$ cat src/rtl/pc_redirect_unit.sv
// Fetch PC owner: sequences instruction-memory requests and applies branch/jump redirects.
// Redirect targets win over stall and memory back-pressure; wrong-path fetches are dropped.
module pc_redirect_unit #(
   parameter logic [31:0] RESET_PC = 32'h0000_0000,
   parameter int unsigned CNT_W    = 16
) (
   input  logic             clk,
   input  logic             rst_n,
   input  logic [1:0]       Jump_sel,
   input  logic [31:0]      Branch_pc4,
   input  logic [31:0]      Imm_sext,
   input  logic [25:0]      Target,
   input  logic [31:0]      RS,
   input  logic             Stall,
   input  logic             Imem_ready,
   output logic             Imem_req,
   output logic [31:0]      Imem_addr,
   output logic             Fetch_valid,
   output logic [31:0]      Fetch_pc,
   output logic [31:0]      Fetch_pc4,
   output logic             Flush,
   output logic             Addr_err,
   output logic [CNT_W-1:0] Redirect_cnt
);

   typedef enum logic [0:0] {StBoot, StFetch} state_e;

   state_e           state_q;
   logic [31:0]      pc_q;
   logic [31:0]      pc_d;
   logic [31:0]      target;
   logic             fetch_valid_q;
   logic [31:0]      fetch_pc_q;
   logic             addr_err_q;
   logic [CNT_W-1:0] cnt_q;
   logic             in_fetch;
   logic             redirect;
   logic             accept;
   logic             rs_misaligned;
   logic             unused_imm_hi;

   assign unused_imm_hi = ^Imm_sext[31:30];

   assign in_fetch      = (state_q == StFetch);
   assign redirect      = in_fetch && (Jump_sel != 2'b00);
   assign accept        = Imem_req && Imem_ready;
   assign rs_misaligned = (Jump_sel == 2'b11) && (RS[1:0] != 2'b00);

   always_comb begin
      target = Branch_pc4;
      case (Jump_sel)
         2'b01:   target = Branch_pc4 + {Imm_sext[29:0], 2'b00};
         2'b10:   target = {Branch_pc4[31:28], Target, 2'b00};
         2'b11:   target = {RS[31:2], 2'b00};
         default: target = Branch_pc4;
      endcase
   end

   always_comb begin
      pc_d = pc_q;
      if (redirect) begin
         pc_d = target;
      end else if (accept) begin
         pc_d = pc_q + 32'd4;
      end
   end

   always_ff @(posedge clk or negedge rst_n) begin
      if (!rst_n) begin
         state_q       <= StBoot;
         pc_q          <= RESET_PC;
         fetch_valid_q <= 1'b0;
         fetch_pc_q    <= RESET_PC;
         addr_err_q    <= 1'b0;
         cnt_q         <= '0;
      end else begin
         state_q       <= StFetch;
         pc_q          <= pc_d;
         // A fetch accepted in the same cycle as a redirect is on the wrong path.
         fetch_valid_q <= accept && !redirect;
         if (accept) begin
            fetch_pc_q <= pc_q;
         end
         if (redirect && rs_misaligned) begin
            addr_err_q <= 1'b1;
         end
         if (redirect && (cnt_q != {CNT_W{1'b1}})) begin
            cnt_q <= cnt_q + {{(CNT_W-1){1'b0}}, 1'b1};
         end
      end
   end

   assign Imem_req     = in_fetch && !Stall;
   assign Imem_addr    = pc_q;
   assign Fetch_valid  = fetch_valid_q;
   assign Fetch_pc     = fetch_pc_q;
   assign Fetch_pc4    = fetch_pc_q + 32'd4;
   assign Flush        = redirect;
   assign Addr_err     = addr_err_q;
   assign Redirect_cnt = cnt_q;

endmodule

$ cat config.mk
export PLATFORM = sky130hd
export DESIGN_NAME = pc_redirect_unit
export DESIGN_NICKNAME = d
export VERILOG_FILES = /design/src/rtl/pc_redirect_unit.sv
export SDC_FILE = /design/constraint.sdc
export NUM_CORES = 1
export LEC_CHECK = 0
export ABC_AREA = 1
export ABC_CLOCK_PERIOD_IN_PS = 2500
export CAP_MARGIN = 20
export CORE_MARGIN = 5
export CORE_UTILIZATION = 40
export CTS_BUF_LIST = sky130_fd_sc_hd__clkbuf_4
export CTS_CLUSTER_DIAMETER = 120
export DETAILED_ROUTE_END_ITERATION = 8
export GPL_ROUTABILITY_DRIVEN = 1
export PLACE_DENSITY_LB_ADDON = 0.05
export SLEW_MARGIN = 20
export SYNTH_ARGS = -nofsm -noshare
export SYNTH_HDL_FRONTEND = slang
export SYNTH_SLANG_ARGS = --single-unit
$ cat constraint.sdc
create_clock -name clk -period 2.5 [get_ports clk]
set_clock_uncertainty 0.05 [all_clocks]
set_input_delay 0.375 -clock clk [delete_from_list [all_inputs] [get_ports clk]]
set_output_delay 0.375 -clock clk [all_outputs]
set_load 0.02 [all_outputs]
==> reports/summary.md <==
The run finished, with violations left. The final reports fail on setup timing. Based on the critical path, the design can be clocked at up to 374 MHz.

The peak per-stage delay on the critical path is 0.38 ns. For this run, the detailed router's first-pass iteration total came to 6. The run gives 0 as the residual antenna-violating net count after detailed routing. The largest fanout on the critical path is 3. The maximum number of pins on one net before global-route repair is 47. The floorplan step set the die width to 147 um. For the total non-filler cell area in the finished layout, the log shows 11100 um2. The aggregate global routing overflow is 0, and the top-area cell type share of the netlist area is 27.6%. Of the cells placed in the final design, the portion with a size suffix greater than 1 is 13.2%. The standard cell core area came out at 18600 um2. TritonCTS built the clock tree. Launching element type of the critical path: a flop. The utilization after layout came out at 60.0%. Summing every instance area after synthesis gives 7520 um2. The H-tree was split into 3 levels. After synthesis, the cell types taking the most area are sky130_fd_sc_hd__dfrtp_1, sky130_fd_sc_hd__nand2_1, sky130_fd_sc_hd__inv_1. The run gives 0 as the final-report max-slew violation count. Peak-usage layer in the global routing report: met2.

For the worst-skew pair, the clock arrives at the later sink with an insertion delay of 0.47 ns. The logs give 8405 for the number of global-route vias before repair and 22.9 mm for the detailed placer's ending HPWL. Port buffering added 241 buffers. 244 I/O pins were placed. The worst relative slew slack is 63.1%, and the pin slew with the least headroom to its limit is 0.553 ns. The number of design rule violations left after detail routing is 0.

The family with the most delay on the worst path was simple AND/OR/NAND/NOR gates. The final hold violation count is 0. Among all cell types in the netlist, the one instantiated most often is sky130_fd_sc_hd__nand2_1. The run gives 2 as the maximum clock insertion buffer count. Counting every sink on the clock net gives 83. The class of the most critical hold timing path was in2async.

The category of the worst setup path capture point is an output pin. Synthesis produced a netlist with a net count of 1338. The pre-CTS setup slack came out at -0.205 ns.

Dividing the detail-routed via count by the number of cells gives 4.99. Summing all placed instances gives a cell area of 10900 um2. In the final design database the tool counted 1667 nets.

The most area-hungry cell type in the Yosys netlist is sky130_fd_sc_hd__dfrtp_1. The critical path goes through ha_2 > nand3_2 > nor3_4 > nand3_2 > nor3_4 > nand2_2 > nor4_2 > xor2_1 > buf_4. The run gives 42.8 mm as the global-route wire length before repair. The run gives 0.976 as the global placer's final weighted congestion.

The number of synthesized flops with an enable pin was 0; the count of cell types in the netlist was 48. The number of antenna violations at the first check in global routing came out at 1. In the global route stage, overall resource usage came out at 24.5%. Row generation in the floorplan step produced 50 rows.

The clock period minus final worst setup slack was 2.67 ns. Compared with the post-synthesis result, the final layout area differs by 48.2%. Setup violations remaining at the end of the flow were counted as 12. Yosys printed 0 warnings. The number of violations reported at the end of detailed-routing iteration 0 came out at 483.

The master cell of the clock root buffer is sky130_fd_sc_hd__clkbuf_4. The total power is 5.69 mW, and the number of storage elements in the synthesis netlist is 83. The total wire length came out at 27.3 mm. At the worst endpoint, the arrival time is 2.25 ns.

The data required time of the critical path was 2.08 ns; the total negative slack was -1.02 ns. The part of the Yosys area used for sequential elements was 27.6%; the final cell count without fillers was 1746. In the synthesized netlist the dominant register cell turns out to be sky130_fd_sc_hd__dfrtp_1. Dividing the detail-routed wire length by the instance count gives 15.6 um. The die is 147 um tall. The area enclosed by the die boundary was 21600 um2; the met3 routing resource usage after global routing was 3.18%. Setup repair after global routing could not meet its margin everywhere. The worst path uses 107% of the clock period. Global routing used 32.3% of the available met1 tracks. The slowest stage of the critical path is the sky130_fd_sc_hd__dfrtp_1 cell.

The worst setup path is of the reg2out kind. The number of violations of the max-capacitance limit was 0. Power spread over the standard cell area amounts to 511 nW/um2. The tools report the clock buffer count from CTS as 9.

Global routing consumed, on the met2 layer, 41.4% of the routing resources. The initial utilization of the core area, before any placement, comes to 40.5%. Of all flip-flops after synthesis, the portion carrying an async set or reset was 100%. For the number of cells produced by synthesis, the log shows 1177. After clock tree synthesis, the clock-pin slew on the worst setup and hold paths is 0.17 ns.

Minimum setup slack in the final design: -0.174 ns. Across the VDD grid, the largest voltage drop is 0.376 mV. The commonest cells after synthesis are sky130_fd_sc_hd__nand2_1, sky130_fd_sc_hd__inv_1, sky130_fd_sc_hd__nor2_1, sky130_fd_sc_hd__nand3_1, sky130_fd_sc_hd__dfrtp_1.

The number of buffers and inverters on the critical path is 1. The average instance in the mapped netlist occupies 6.39 um2. For the detailed-route via count, the log shows 8712. Placed instance count: 1721.

Across all hold checks on the routed design, the worst slack comes to 0.372 ns. In this run the static leakage power is 5.59 nW.
==> logic make-up after synthesis <==
group | Yosys count | share of synthesized area (%)
xor+xnor | 51 | 5.94
simple gates | 670 | 39.6
other cells | 1 | 0.0499
compound gates | 141 | 11.1
flops | 83 | 27.6
buf+inv | 198 | 10.1
fa+ha+maj | 33 | 5.59
==> final cells by class <==
class | count | area (um2)
Timing Repair Buffer | 345 | 3200
Clock inverter | 7 | 80.1
Inverter | 171 | 642
Antenna cell | 1 | 2.50
Sequential cell | 83 | 2080
Clock buffer | 9 | 67.6
Fill cell | 1876 | 7430
Tap cell | 234 | 293
Multi-Input combinational cell | 896 | 4790
==> sequential cells by signal, summed over array words and instances (netlist names) <==
name          cells
Imem_addr        32
Fetch_pc         32
Fetch_valid       1
Addr_err          1
in_fetch          1
Redirect_cnt     16
==> path summary, 6_finish.rpt <==
| kind | cells past startpoint | to | startpoint | slack [ns] |
|---|---|---|---|---|
| min in group clk | 3 | Imem_addr[1] | Branch_pc4[1] | 0.42 |
| min reg2reg | 1 | Addr_err | Addr_err | 0.46 |
| min | 2 | Fetch_pc[27] | rst_n | 0.37 |
| max reg2reg | 12 | Imem_addr[24] | Imem_addr[2] | 0.28 |
| max | 9 | Fetch_pc4[30] | Fetch_pc[2] | -0.17 |
| max in group asynchronous | 3 | Imem_addr[8] | rst_n | 1.36 |
==> layout by cell type (no fill, tap or decap), drive strengths merged, types with 25 or more instances in the layout <==
cell           instances
clkdlybuf4s50        213
ha                    32
dfrtp                 83
inv                  175
a21oi                 46
buf                  123
o21ai                 55
xor2                  33
nor2                 110
nand3                102
nor3                  25
nand2                384
==> metal layers <==
layer	vias to the layer above	share of wire, %
li1	4449	-
met1	3923	44
met2	291	47
met3	49	5.7
met4	0	3.2
met5	-	0
==> report_power, final <==
part / total [mW] / internal, mW / leakage [nW] / switching [mW]
Combinational: 2.92 / 1.35 / 4.47 / 1.57
Sequential: 1.93 / 1.58 / 1.04 / 0.345
Clock: 0.851 / 0.320 / 0.0792 / 0.531
Total: 5.69 / 3.25 / 5.59 / 2.45
==> repair_timing <==
action	in CTS	in global routing
hold buffers	1	0
setup buffers	2	6
endpoints found under the hold margin	37	0
resized for setup	121	20
pin swaps	8	4
endpoints found under the setup margin	25	22
Power figures use the tool's default switching activity.
